`config.mk`:
```
export PLATFORM = sky130hd
export DESIGN_NAME = spi_word_rx
export DESIGN_NICKNAME = d
export VERILOG_FILES = /design/src/rtl/spi_word_rx_pkg.sv /design/src/rtl/spi_sync_edge.sv /design/src/rtl/spi_word_rx.sv
export SDC_FILE = /design/constraint.sdc
export NUM_CORES = 1
export LEC_CHECK = 0
export CORE_MARGIN = 4
export CORE_UTILIZATION = 45
export CTS_CLUSTER_SIZE = 25
export DETAILED_ROUTE_END_ITERATION = 10
export GPL_TIMING_DRIVEN = 0
export PLACE_DENSITY = 0.63
export SYNTH_ARGS = -nofsm -noshare
export SYNTH_HDL_FRONTEND = slang
export SYNTH_SLANG_ARGS = --single-unit
```
`constraint.sdc`:
```
create_clock -name clk -period 6.9 [get_ports clk]
set_input_delay 1.38 -clock clk [delete_from_list [all_inputs] [get_ports clk]]
set_output_delay 1.38 -clock clk [all_outputs]
set_load 0.01 [all_outputs]
```
`src/rtl/spi_word_rx_pkg.sv`:
```
// Shared types and helpers for the SPI word receiver.
package spi_rx_pkg;

   typedef enum logic {IDLE, SHIFT} state_t;

   // Default word width and its counter width; the top re-derives CNT_W for its own WORD_W.
   localparam int DEF_WORD_W = 32;
   localparam int CNT_W      = $clog2(DEF_WORD_W);

   function automatic logic cs_active(input logic raw, input bit active_low);
      return active_low ? ~raw : raw;
   endfunction

endpackage

```
`src/rtl/spi_sync_edge.sv`:
```
// Multi-flop synchronizer for one async pin, with rise/fall detection on the synced level.
module spi_sync_edge #(
   parameter int   SYNC_STAGES = 2,
   parameter logic RST_VAL     = 1'b0
) (
   input  logic clk,
   input  logic rst,
   input  logic d_async,
   output logic q,
   output logic rise,
   output logic fall
);

   logic [SYNC_STAGES-1:0] sync;
   logic                   prev;

   always_ff @(posedge clk or posedge rst) begin
      if (rst) begin
         sync <= {SYNC_STAGES{RST_VAL}};
         prev <= RST_VAL;
      end else begin
         sync <= {sync[SYNC_STAGES-2:0], d_async};
         prev <= sync[SYNC_STAGES-1];
      end
   end

   assign q    = sync[SYNC_STAGES-1];
   assign rise = q & ~prev;
   assign fall = ~q & prev;

endmodule

```
`src/rtl/spi_word_rx.sv`:
```
// SPI mode-0 target: oversamples sck/cs/mosi, assembles MSB-first words and
// presents them on a single-entry valid/ready buffer with overrun/frame flags.
module spi_word_rx
   import spi_rx_pkg::*;
#(
   parameter int WORD_W        = 32,
   parameter int SYNC_STAGES   = 2,
   parameter bit CS_ACTIVE_LOW = 1'b1
) (
   input  logic              clk,
   input  logic              rst,
   input  logic              spi_sck,
   input  logic              spi_cs,
   input  logic              spi_mosi,
   output logic [WORD_W-1:0] rx_data,
   output logic              rx_valid,
   input  logic              rx_ready,
   output logic              overrun,
   output logic              frame_err,
   input  logic              clr_err
);

   localparam int          CW      = $clog2(WORD_W);
   localparam logic [CW-1:0] LAST  = CW'(WORD_W - 1);
   localparam logic        CS_IDLE = CS_ACTIVE_LOW ? 1'b1 : 1'b0;

   logic sck_q_unused, sck_rise, sck_fall_unused;
   logic cs_q, cs_rise, cs_fall;
   logic mosi, mosi_rise_unused, mosi_fall_unused;

   spi_sync_edge #(.SYNC_STAGES(SYNC_STAGES), .RST_VAL(1'b0)) u_sck (
      .clk(clk), .rst(rst), .d_async(spi_sck),
      .q(sck_q_unused), .rise(sck_rise), .fall(sck_fall_unused)
   );

   spi_sync_edge #(.SYNC_STAGES(SYNC_STAGES), .RST_VAL(CS_IDLE)) u_cs (
      .clk(clk), .rst(rst), .d_async(spi_cs),
      .q(cs_q), .rise(cs_rise), .fall(cs_fall)
   );

   spi_sync_edge #(.SYNC_STAGES(SYNC_STAGES), .RST_VAL(1'b0)) u_mosi (
      .clk(clk), .rst(rst), .d_async(spi_mosi),
      .q(mosi), .rise(mosi_rise_unused), .fall(mosi_fall_unused)
   );

   // Any cs edge, qualified by the level it landed on, is a start or a stop.
   logic cs_edge, cs_start, cs_stop;
   assign cs_edge  = cs_rise | cs_fall;
   assign cs_start = cs_edge &  cs_active(cs_q, CS_ACTIVE_LOW);
   assign cs_stop  = cs_edge & ~cs_active(cs_q, CS_ACTIVE_LOW);

   state_t            state, state_nx;
   logic [CW-1:0]     cnt, cnt_nx;
   logic [WORD_W-1:0] shreg, shreg_nx, word_nx;
   logic              done, ferr_nx;

   assign word_nx = {shreg[WORD_W-2:0], mosi};

   always_ff @(posedge clk or posedge rst) begin
      if (rst) begin
         state     <= IDLE;
         cnt       <= '0;
         shreg     <= '0;
         frame_err <= 1'b0;
      end else begin
         state     <= state_nx;
         cnt       <= cnt_nx;
         shreg     <= shreg_nx;
         frame_err <= ferr_nx;
      end
   end

   always_comb begin
      state_nx = state;
      cnt_nx   = cnt;
      shreg_nx = shreg;
      done     = 1'b0;
      ferr_nx  = 1'b0;
      unique case (state)
         IDLE: begin
            if (cs_start) begin
               state_nx = SHIFT;
               cnt_nx   = '0;
            end
         end
         SHIFT: begin
            if (sck_rise) begin
               shreg_nx = word_nx;
               if (cnt == LAST) begin
                  done   = 1'b1;
                  cnt_nx = '0;
               end else begin
                  cnt_nx = cnt + 1'b1;
               end
            end
            // A final bit landing with the cs stop completes the word first, so no error.
            if (cs_stop) begin
               state_nx = IDLE;
               ferr_nx  = (cnt_nx != '0);
            end
         end
         default: state_nx = IDLE;
      endcase
   end

   always_ff @(posedge clk or posedge rst) begin
      if (rst) begin
         rx_data  <= '0;
         rx_valid <= 1'b0;
         overrun  <= 1'b0;
      end else begin
         if (done) begin
            if (!rx_valid || rx_ready) begin
               rx_data  <= word_nx;
               rx_valid <= 1'b1;
            end
         end else if (rx_valid && rx_ready) begin
            rx_valid <= 1'b0;
         end
         // Set beats clear when both land in the same cycle.
         if (done && rx_valid && !rx_ready) overrun <= 1'b1;
         else if (clr_err)                  overrun <= 1'b0;
      end
   end

endmodule

```
### Yosys cells after proc, flatten, opt, wreduce, memory -nomap -nowiden

Index checks and enable logic that the tools add are counted.

* bits in registers: 80
* logic and storage cells: 56

* $add $sub $neg: 1
* eq/ne operators: 3
* mux-type cells: 18
* bitwise logic cells: 10
* reductions and logical operators: 12

Operators by type and width (number)
* $mux 5: 4
* $mux 1: 12
* $pmux 5 s2: 1
* $reduce_and 2->1: 3
* $add 5x1->5 const B: 1
* $and 1x1->1: 5
* $eq 5x5->1 const B: 1
* $reduce_bool 5->1: 1
* $not 1->1: 4
* $reduce_bool 2->1: 2
* $logic_and 1x1->1: 3
* $logic_not 1->1: 2
* $ne 2x1->1 const B: 1
* $ne 2x2->1 const B: 1
* $pmux 1 s2: 1
* $logic_or 1x1->1: 1
* $or 1x1->1: 1

### Longest topological paths before layout

* depth in word-level cells: 7
* mapped depth: 7
* mapped depth without buffers: 7

### Modules after synthesis

From an unflattened synthesis, not the netlist that was laid out.

* cells, all modules: 203
* area total of the unflattened synthesis: 3261.9 um^2

Modules (own cells, without submodules)
* spi_word_rx: instances 1, cells an instance 185, area each 2976.6 um^2, seq. area each 1801.7 um^2
* spi_sync_edge at u_mosi ...: instances 2, cells an instance 6, area each 93.8 um^2, seq. area each 75.1 um^2
* spi_sync_edge at u_cs: instances 1, cells an instance 6, area each 97.6 um^2, seq. area each 78.8 um^2

### Worst setup path after synthesis

OpenSTA, ideal clock, no wires.

* path type: input-to-reg
* start: input rx_ready
* end: register rx_data[0]
* arrival time: 2262 ps
* data required time: 6775 ps
* setup slack: 4513 ps
* stages: 5
* buffers on the path: 2
* cell sequence: nand2b_1 -> and3_4 -> buf_6 -> buf_12 -> mux2_4

* cells in the longest elaborated chain, start to end: 2

RTL lines
* start: declaration: line spi_word_rx.sv:17 `input logic rx_ready,`
* $logic_or 1x1->1: line spi_word_rx.sv:113 `if (!rx_valid || rx_ready) begin`
* $reduce_and 2->1 (no line)
* end signal: assignment: line spi_word_rx.sv:114 `rx_data <= word_nx;`
* end: declaration: line spi_word_rx.sv:15 `output logic [WORD_W-1:0] rx_data,`

No other way between the ends.
A chain may end at the register's enable or synchronous reset.

### Worst setup path in the final report

* start: register rx_data[31]
* end: output rx_data[31]

No word-level cell between the ends.

==> summary.txt <==
worst-case clock skew: 9.30 ps
internal power consumption: 678 uW
maximum number of pins on one net before global-route repair: 59
slew at the pin closest to its max-slew limit: 469 ps
ordered list of cells on the worst path: clkdlybuf4s50_1
area used by sequential logic in the layout: 2010 sq um
Placer Congestion: 0.701
FF-to-FF End: rx_data[6]
die width: 92.6 um
top-count cell post-synth: nand2_1
number of fill cells in the layout: 573
LEAKAGE: 1.97 nW
number of max-cap violations: 0
data arrival at the endpoint of the critical path: 1260 ps
crit path to: rx_data[31]
YS warnings: 0
critical path buffer and inverter count: 1
number of nets in the layout: 323
Crit path max-delay family: buffers and inverters
net switching power of the design: 215 uW
smallest setup slack after layout: 4260 ps
Post-CTS Resized: 0
R2R Setup Slk: 4740 ps
largest area contributor in the synthesized netlist: dfrtp_1
final global-route overflow total: 0
switching part of the total: 24.1%
Clk Latency, worst-skew pair: 340 ps
maximum clock frequency: 378 MHz
result of the run: finished, final reports clean
largest fanout on the critical path: 2
maximum buffer depth of the clock tree: 2
synthesized area: 3220 sq um
share of final-layout standard cells stronger than drive strength 1: 19.1%
Clock H-tree levels: 3
areal power density over the cells: 225 nW/um^2
DRC violations left: 0
path length in cells of the critical path: 1
final period utilization: 38.3%
synthesized net count: 270
Worst setup EP type: output port
sequential group share of total power: 56.9%
global-route wire length before repair: 9.40 mm
number of enable flip-flop cells after synthesis: 0
total via count after detailed routing: 1,954
Clock Root Buffer: clkbuf_8
Post-Route Setup TNS: 0 ps
remaining antenna violation count after routing: 0
post-DR vias/cell: 4.71
register clock-pin slew on the reported worst setup and hold paths: 80 ps
die extent in y: 92.6 um
IR Drop Worst-Case VDD: 116 uV
TritonCTS clock tree: yes
total clock sinks: 80
initial core utilization: 46.8%
Clk pwr share: 36.8%
largest stage delay on the critical path: 550 ps
number of buffers created by CTS: 9
Die Outline Area: 8570 sq um
Netlist cell types: 32
most used flip-flop cell after synthesis: dfrtp_1
ranking of synthesized cells by instance count: nand2_1, dfrtp_1, mux2_4, clkbuf_1, nor2_1
part of the total power dissipated in combinational logic: 6.3%
synthesis-stage register bit count: 80
number of detailed-route iterations in the first pass: 4
wire length reported by the detailed router: 5.43 mm
R2R depth: 7
post-layout minimum cycle time: 2640 ps
half-perimeter wire length after placement: 3.59 mm
hold buffers post-CTS: 0
Hold WC Path Type: flip-flop to flip-flop
Tot Pwr: 892 uW
Post-Syn Area per Cell: 12.3 sq um
via count of the first global-routing pass: 1,908
critical path class: flip-flop to output port
Setup Fix Bufs, Post-CTS: 0
cells taking the most area after synthesis: dfrtp_1, mux2_4, nand2_1, dfstp_2, buf_12
R2R Path Start: cnt[0]
type of origin of the critical path: flip-flop
number of buffer cells added on primary ports: 41
Diodes inserted: 0
synthesis-to-finish area growth: 23.3%
Routed WL per cell: 13.1 um
post-synth top area share: 59.9%
total area of multi-input combinational cells: 1090 sq um
Std-Cell Core Area: 6870 sq um
post-layout instance area: 3970 sq um
number of pins exceeding their max-slew limit in the final report: 0
unrepaired setup endpoints after global routing: no
count of final setup violators: 0
master of the slowest instance on the critical path: clkdlybuf4s50_1
Syn Inst Count: 261
sequential share of the synthesized area: 62.3%
standard-cell rows: 30
worst setup path start: rx_data[31]
pre-CTS setup slack: 3990 ps
count of final hold-check violations: 0
initial antenna violation count: 0
DP Area: 3780 sq um
Ports: 42
data required time at the worst endpoint: 5520 ps
total track usage: 14.0%
Synth async-reset ratio: 100%
violation count after the first detailed-routing iteration: 87
headroom to the max-slew limit: 68.7%
[power groups by stage]
stage / combinational [mW] / sequential (mW) / clock [mW]
4_1_cts: 0.0572 / 0.508 / 0.336
5_1_grt: 0.0649 / 0.511 / 0.359
2_1_floorplan: 0.0404 / 0.512 / 0
3_5_place_dp: 0.0572 / 0.516 / 0
6_report: 0.0562 / 0.508 / 0.328
3_3_place_gp: 0.0532 / 0.516 / 0
[stage by stage]
step / cells / utilization [%] / hold slack [ps]
3_5_place_dp: 399 / 55.0 / 335
4_1_cts: 415 / 57.7 / 352
2_1_floorplan: 261 / - / 331
6_report: 415 / 57.7 / 352
3_3_place_gp: 398 / 54.6 / 334
5_1_grt: 415 / 57.7 / 367
[cell families (layout without fill, tap and decap cells)]
group | after synthesis | count (layout) | synth area share (%)
XOR/XNOR | 1 | 1 | 0.272
flip-flops | 80 | 80 | 62.3
multiplexers | 32 | 32 | 14.7
buffers and inverters | 16 | 74 | 3.89
adder cells (fa/ha/maj) | 2 | 2 | 0.778
AND/OR/NAND/NOR | 114 | 114 | 14.6
AO/OA/AOI/OAI | 16 | 16 | 3.42
[how the worst min path moves through the flow]
stage	from	endpoint	slack, ps	cells after the start
finish	u_sck.sync[0]	u_sck.sync[1]	350	0
global route	u_cs.sync[0]	u_cs.sync[1]	370	0
floorplan	u_mosi.sync[0]	u_mosi.sync[1]	330	0
detailed placement	u_sck.sync[0]	u_sck.sync[1]	330	0
CTS	u_sck.sync[0]	u_sck.sync[1]	350	0
global placement	u_sck.sync[0]	u_sck.sync[1]	330	0
[area by class of cell]
type,count,area share (%)
Tap cell,96,3.03
Multi-Input combinational cell,165,27.4
Timing Repair Buffer,42,11.0
Inverter,3,0.347
Clock inverter,6,1.51
Sequential cell,80,50.6
Buffer,13,2.87
Clock buffer,10,3.22
[flip-flops by register name, summed over array words and instances (netlist names)]
register and flops:
frame_err 1, u_sck.prev 1, rx_data 32, state 1, cnt 5, u_cs.sync 2
u_sck.sync 2, overrun 1, rx_valid 1, shreg 31, u_mosi.sync 2, u_cs.prev 1
[per-layer routing]
metal / track usage [%] / up-vias / share of wire, %
li1: - / 955 / -
met1: 21.1 / 947 / 51
met2: 19.1 / 44 / 43
met3: 3.01 / 8 / 4.1
met4: 6.68 / 0 / 1.6
met5: 0 / - / 0
[placed cells by master, fill, tap and decap left out, drive strengths merged, types with 2 or more instances in the layout]
cell	count
and3	2
clkinv	3
buf	7
nor2	6
o21ai	5
a21o	2
clkdlybuf4s50	41
dfstp	3
nand2	97
clkbuf	17
inv	3
clkinvlp	2
ha	2
nand2b	3
a22o	3
dfrtp	77
mux2	32
Power figures use the tool's default switching activity.
